## src/rtl/xnor_scoreboard.sv

```systemverilog
// Run-level checker for the single-bit XNOR datapath: counts samples and
// reference/DUT mismatches over a programmed run and reports pass at run end.
module xnor_scoreboard #(
  parameter int NUM_SAMPLES = 108,
  parameter int CNT_W       = 16,
  parameter int TIME_W      = 32
) (
  input  logic              clk,
  input  logic              resetn,
  input  logic              start,
  input  logic              sample_en,
  input  logic              ref_known,
  input  logic              z_ref,
  input  logic              z_dut,
  output logic              busy,
  output logic              done,
  output logic              pass,
  output logic [CNT_W-1:0]  samples,
  output logic [CNT_W-1:0]  errors,
  output logic              first_err_valid,
  output logic [TIME_W-1:0] first_err_cycle
);

  localparam logic [1:0] IDLE = 2'd0;
  localparam logic [1:0] RUN  = 2'd1;
  localparam logic [1:0] DONE = 2'd2;

  logic [1:0]        state;
  logic [TIME_W-1:0] run_cycle;
  logic              mismatch;
  logic              last;
  logic [CNT_W-1:0]  err_next;

  assign mismatch = sample_en & ref_known & (z_ref != z_dut);
  assign last     = sample_en && (samples == CNT_W'(NUM_SAMPLES - 1));

  // Error count saturates; pass on the final edge must see the final sample.
  always_comb begin
    err_next = errors;
    if (mismatch && (errors != {CNT_W{1'b1}}))
      err_next = errors + 1'b1;
  end

  always_ff @(posedge clk) begin
    if (!resetn) begin
      state           <= IDLE;
      busy            <= 1'b0;
      done            <= 1'b0;
      pass            <= 1'b0;
      samples         <= '0;
      errors          <= '0;
      first_err_valid <= 1'b0;
      first_err_cycle <= '0;
      run_cycle       <= '0;
    end else begin
      case (state)
        IDLE, DONE: begin
          if (start) begin
            state           <= RUN;
            busy            <= 1'b1;
            done            <= 1'b0;
            pass            <= 1'b0;
            samples         <= '0;
            errors          <= '0;
            first_err_valid <= 1'b0;
            first_err_cycle <= '0;
            run_cycle       <= '0;
          end
        end
        RUN: begin
          run_cycle <= run_cycle + 1'b1;
          errors    <= err_next;
          if (sample_en)
            samples <= samples + 1'b1;
          if (mismatch && !first_err_valid) begin
            first_err_valid <= 1'b1;
            first_err_cycle <= run_cycle;
          end
          if (last) begin
            state <= DONE;
            busy  <= 1'b0;
            done  <= 1'b1;
            pass  <= (err_next == '0);
          end
        end
        default: state <= IDLE;
      endcase
    end
  end

endmodule

```

## config.mk

```make
export PLATFORM = sky130hd
export DESIGN_NAME = xnor_scoreboard
export DESIGN_NICKNAME = d
export VERILOG_FILES = /design/src/rtl/xnor_scoreboard.sv
export SDC_FILE = /design/constraint.sdc
export NUM_CORES = 1
export LEC_CHECK = 0
export BUFFER_PORTS_ARGS = -buffer_cell sky130_fd_sc_hd__buf_2
export CAP_MARGIN = 20
export CORE_MARGIN = 5
export CORE_UTILIZATION = 43
export DETAILED_ROUTE_END_ITERATION = 16
export PLACE_DENSITY = 0.62
export SETUP_SLACK_MARGIN = 0.5
export SYNTH_ARGS = -nofsm -noshare
export SYNTH_HDL_FRONTEND = slang
export SYNTH_SLANG_ARGS = --single-unit
```

## constraint.sdc

```tcl
create_clock -name clk -period 3 [get_ports clk]
set_clock_uncertainty 0.1 [all_clocks]
set_input_delay 0.15 -clock clk [delete_from_list [all_inputs] [get_ports clk]]
set_output_delay 0.15 -clock clk [all_outputs]
set_load 0.02 [all_outputs]
```

==> results.toml, run 1 <==
[cts]
cts-buffers-inserted = 9
htreeDepth = 3
cts_sinks = 102
clock_path_buffers = 2
clk_latency_ps = 370
clk_pin_slew_ps = 100
cts_tree = "yes"
cts-root-buf = "clkbuf_8"

[worst_hold_path]
hp-class = "primary input to flop"

[drt]
via_count = 4145
wl_per_cell_um = 15.4
met2_length_mm = 5.28
drtIter0Drc = 178
ant_nets = 0
wl_met1_mm = 5.48
drt_wl_total_mm = 11.5
top_layer = "met4"
vias_per_cell = 5.56
drc = 0
dr_wl_met3_um = 518
first_pass_iters = 4

[synthesis]
synth_cell_types = 62
syn_inst = 534
ys_warn_count = 0
synth_edf_count = 0
syn_area_per_cell_um2 = 8.75
synth_seq_area_share_pct = 43.7
ys.flop_type = "dfxtp_1"
synth.net_count = 544
netlist_area_um2 = 4670
async_flop_share_pct = 0
yosys_register_bits = 102

[grt]
grt_pass1_wl_mm = 19.6
grt_usage_pct = 18.2
grt_max_degree = 34
antenna_found_initial = 0
grt_pass1_vias = 4039
grt-ovfl-total = 0

[worst_setup_path]
worstPathMaxFanout = 10
crit_chain = "nand4_4, nor4_4, or2_4, and3_2, o2111ai_1, a211o_1, o31ai_2"
arrival_ps = 2550
r2r_slack_ps = 640
cpPeakStageDelay_ps = 580
worstSetupPathType = "flop to flop"
critPathCaptureType = "flop"
critPathLaunchType = "flop"
required_ps = 3190
slowest_stage = "dfxtp_1"

[power]
peakVddDrop_mv = 0.180
combinationalPowerShare_pct = 5.7
power.switching_uw = 598
pwr-share-clk_pct = 37.6
power.leakage_uw = 0.00216
internal_power_uw = 1810
swShare_pct = 24.8
pwr-share-seq_pct = 56.7
power.density_nw_per_um2 = 445

[job]
maxCapViolCount = 0

[final_layout]
ff_latch_area_um2 = 2040
layout_common_cells = "dfxtp_1, buf_2, nor2_1, nand2_1, nand3_1"
post-route-util_pct = 50.4
drive_gt1_share_pct = 20.6
area_growth_pct = 15.9
fill_cells = 1067
antennaDiodeCount = 0
multi_input_area_um2 = 2490
nNetsFinal = 611
final_common_cell = "dfxtp_1"

[die]
io_pins = 75
rows = 38
die_y_um = 114
dieArea_um2 = 13000
start_util_pct = 43.5
die_w_um = 114
core_um2 = 10700

[sta]
setup_viol = 0
worst_pin_slew_ps = 633
fin_crit_ps = 2360
hold_viol_final = 0
rsz0062_at_grt = "yes"
fin_setup_tns_ps = 0
setup_ws_ps = 644
slew-limit-headroom_pct = 57.7
slew_violations = 0
min_period_over_period_pct = 78.5
max_freq_ghz = 0.425

[place]
dp_hpwl_mm = 8.16
io_buffer_count = 74
place_congestion = 0.850
pre_cts_ws_ps = 381

[status]
status = "completed"
-- routing by layer --
metal  GRT usage, %  vias to the layer above
met1           24.7                     1933
li1               -                     2102
met2           29.2                       92
met5              0                        -
met3           2.85                       18
met4           6.97                        0
-- synthesized netlist by cell type (2+ instances only) --
master    instances  area share [%]
a211oi_1          2            0.32
a21o_1            2            0.32
a21oi_1          27             2.9
a22o_1           32             6.0
a22oi_1           2            0.32
a31oi_1           4            0.54
and2_1            8             1.1
and3_1            8             1.1
and4_1            3            0.56
buf_1             3            0.24
buf_2             3            0.32
buf_4             2            0.32
clkbuf_1         21             1.7
dfxtp_1         102              44
ha_1              3            0.80
inv_1             9            0.72
mux2i_1           4            0.86
nand2_1          49             3.9
nand2b_1          5            0.67
nand3_1          42             4.5
nand3b_1          2            0.32
nand4_1          18             2.4
nor2_1           54             4.3
nor3_1           13             1.4
nor4_1            3            0.40
nor4_4            4             1.8
o211a_1           2            0.43
o211ai_1         13             2.1
o21a_1            6            0.96
o21ai_0          17             1.8
o31ai_1           9             1.4
or2_2             3            0.40
or3_1            10             1.3
or4_1             2            0.32
or4_2             2            0.38
xnor2_1          10             1.9
xor2_1           10             1.9
-- worst max-delay path: cells and delay by family (launching register included) --
family          cells  cell delay [ps]
simple gates        4             1070
compound gates      3              530
flops               1              580
-- sequential cells by signal, summed over array words and instances (netlist names) --
register / cells
done: 1
run_cycle: 32
busy: 1
errors: 16
pass: 1
first_err_valid: 1
samples: 16
state: 2
first_err_cycle: 32
-- metrics by stage --
| step | instances | instance area (um2) | power, uW | hold WS, ps |
|---|---|---|---|---|
| after floorplan | 534 | 4670 | 1480 | 198 |
| after global placement | 726 | 5150 | 1530 | 329 |
| after detailed placement | 726 | 5150 | 1530 | 336 |
| after CTS | 746 | 5400 | 2440 | 51.4 |
| after global routing | 746 | 5420 | 2500 | 61.5 |
| final | 746 | 5420 | 2410 | 59.2 |
-- layout make-up --
class / instances / share of cell area, %
tap: 140 / 3.23
inverter: 9 / 0.624
sequential: 102 / 37.7
clock buffer: 11 / 2.61
multi-input combinational: 393 / 46.0
clock inverter: 5 / 1.18
timing repair buffer: 86 / 8.60
-- power by group through the flow --
| stage | logic, uW | registers, uW | clock network [uW] |
|---|---|---|---|
| finish | 137 | 1370 | 906 |
| global route | 152 | 1370 | 978 |
| CTS | 137 | 1370 | 933 |
| detailed placement | 134 | 1400 | 0 |
| global placement | 133 | 1400 | 0 |
| floorplan | 86.6 | 1400 | 0 |
-- path summary, 6_finish.rpt --
path                             from                  end  cells after the start
setup reg to reg            errors[5]                 pass                      7
hold reg to reg   first_err_cycle[11]  first_err_cycle[11]                      1
hold / removal                 resetn        run_cycle[15]                      2
setup / recovery            errors[5]                 pass                      7
-- cell families after synthesis --
logic type / after synthesis / synth area share (%)
buffers and inverters: 39 / 3.53
flip-flops: 102 / 43.7
adder cells (fa/ha/maj): 3 / 0.804
AND/OR/NAND/NOR: 239 / 27.9
AO/OA/AOI/OAI: 126 / 19.2
XOR/XNOR: 20 / 3.75
multiplexers: 5 / 1.10
-- what timing repair did --
action / in CTS / in global routing
resized for setup: 1 / 4
hold endpoints to repair: 2 / 0
hold buffers: 2 / 0
pin swaps: 1 / 2
endpoints found under the setup margin: 1 / 5
setup buffers: 2 / 0
Note: power is estimated with default switching activity, not from simulation.
==> run 2, diff against run 1 <==
PLACE_DENSITY = 0.65   (was 0.62)
clock period = 2 ns   (was 3 ns; I/O delays follow)
==> run 2 against run 1 <==
- the run now ends with negative setup slack left
- register-to-register slack worse by 760 ps
- clock power grew 63%
- critical path depth up 2
- final area is 34% higher
- maximum frequency rose by 11%
- sequential cell count unchanged
- highest routed layer unchanged
- critical path type unchanged
==> results.toml, run 2 (same netlist as run 1, synthesis figures left out) <==
[worst_setup_path]
path_depth = 9
ff2ff_path_depth = 9
critPathCaptureType = "flop"
required_ps = 2210
critPathLaunchType = "flop"
crit_chain = "ha_4, nand3_4, nor4_4, buf_4, or2_4, nor4b_4, o2111ai_1, a211o_1, o31ai_2"
arrival_ps = 2330
worstSetupPathType = "flop to flop"
worstPathMaxFanout = 4
slowest_stage = "dfxtp_4"
cp-startpoint = "errors[1]"
crit_family = "simple AND/OR/NAND/NOR gates"
timing.rr.start = "errors[1]"
critPathBufInv = 1
cpPeakStageDelay_ps = 370

[die]
die_w_um = 114
die_y_um = 114
io_pins = 75
rows = 38
dieArea_um2 = 13000
core_um2 = 10700
start_util_pct = 43.5

[grt]
grtUsageMet1_pct = 27.5
grt-ovfl-total = 0
use_met3_pct = 4.70
grt_usage_pct = 22.6
antenna_found_initial = 0
grt_pass1_vias = 4872
grt-busiest-layer = "met2"
grt_pass1_wl_mm = 24.0
grt_max_degree = 33
use_met2_pct = 40.3

[worst_hold_path]
worstHoldPathCells = 4
hold_start = "sample_en"
hp-class = "primary input to flop"

[sta]
setup_ws_ps = -117
rsz0062_at_grt = "yes"
setup_viol = 6
min_period_over_period_pct = 106
fin_crit_ps = 2120
slew-limit-headroom_pct = 65.3
max_freq_ghz = 0.472
worst_pin_slew_ps = 516
hold_viol_final = 0
slew_violations = 0

[final_layout]
reg_top3 = "first_err_cycle (32), run_cycle (32)"
antennaDiodeCount = 0
final_common_cell = "buf_4"
layout_common_cells = "buf_4, buf_2, dfxtp_1, nor2_1, nand2_1"
drive_gt1_share_pct = 52.7
area_growth_pct = 55.9
nNetsFinal = 730

[cts]
clock_path_buffers = 2
cts-buffers-inserted = 9
cts_sinks = 102
cts-root-buf = "clkbuf_8"
clk_latency_ps = 390
clk_pin_slew_ps = 120
cts_tree = "yes"
htreeDepth = 3

[power]
power.density_nw_per_um2 = 533
pwr-share-seq_pct = 52.5
peakVddDrop_mv = 0.379
internal_power_uw = 2800
combinationalPowerShare_pct = 9.3
finalPower_uw = 3880
power.leakage_uw = 0.00298
pwr-share-clk_pct = 38.2
power.switching_uw = 1080
swShare_pct = 27.9

[status]
violations = "negative setup slack"
status = "finished, violations left"

[drt]
via_count = 4871
drtIter0Drc = 259
drt_wl_total_mm = 15.1
wl_per_cell_um = 17.4
drc = 0
first_pass_iters = 5
vias_per_cell = 5.63
ant_nets = 0

[place]
io_buffer_count = 74
place_congestion = 0.897
dp_hpwl_mm = 9.15
pre_cts_ws_ps = -108

[job]
maxCapViolCount = 0
run 2: cell types whose count changed in the layout (fill, tap and decap cells not counted), moves of 13 or more:
| cell | before | now |
|---|---|---|
| nand3_2 | 1 | 16 |
| dfxtp_1 | 101 | 66 |
| buf_4 | 10 | 85 |
| buf_6 | 0 | 33 |
| nand3_1 | 42 | 22 |
| nand2_1 | 49 | 36 |
| dfxtp_2 | 1 | 26 |
run 2: layout make-up:
type / count / area (um2)
clock buffer: 9 / 124
timing repair buffer: 205 / 1650
inverter: 9 / 36.3
fill: 815 / 3460
sequential: 102 / 2110
clock inverter: 7 / 97.6
tap: 140 / 175
multi-input combinational: 393 / 3090
run 2: power groups by stage:
stage | clock network, uW | logic, uW | registers, uW
final | 1480 | 361 | 2040
after global routing | 1570 | 385 | 2040
after CTS | 1490 | 324 | 2040
after detailed placement | 0 | 250 | 2090
after global placement | 0 | 246 | 2080
after floorplan | 0 | 141 | 2090
run 2: per-layer routing:
metal / vias up / wire length, um / share of wire [%]
met1: 2386 / 6240 / 41
met2: 134 / 7770 / 52
met3: 20 / 809 / 5.4
li1: 2331 / - / -
met5: - / 0 / 0
met4: 0 / 236 / 1.6
run 2: path summary, 6_finish.rpt:
check | endpoint | slack (ps)
min reg2reg | first_err_cycle[23] | 390
max | pass | -120
min | samples[1] | 60
max reg2reg | pass | -120
run 2: what timing repair did:
action                                  CTS  global route
endpoints found under the hold margin     1             0
cloned                                    3             0
endpoints found under the setup margin   95            98
pin swaps                                58            32
buffers inserted                         42            13
gates resized for setup                 124            48
hold buffers                              1             0
run 2: per-stage QoR:
| stage | setup TNS, ps | hold WS, ps | std cells | utilization (%) | instance area (um2) |
|---|---|---|---|---|---|
| floorplan | -173 | 148 | 534 | - | 4910 |
| global placement | -93.3 | 305 | 790 | 54.5 | 5860 |
| detailed placement | -309 | 306 | 790 | 54.5 | 5860 |
| CTS | -238 | 10.1 | 852 | 65.3 | 7020 |
| global route | -1040 | 96.7 | 865 | 67.8 | 7280 |
| finish | -402 | 58.4 | 865 | 67.8 | 7280 |
run 2: tightest hold or removal path, cell delays in order:
cell and delay (ps):
buf_2 120, buf_4 150, nand3_1 70, a21oi_1 70
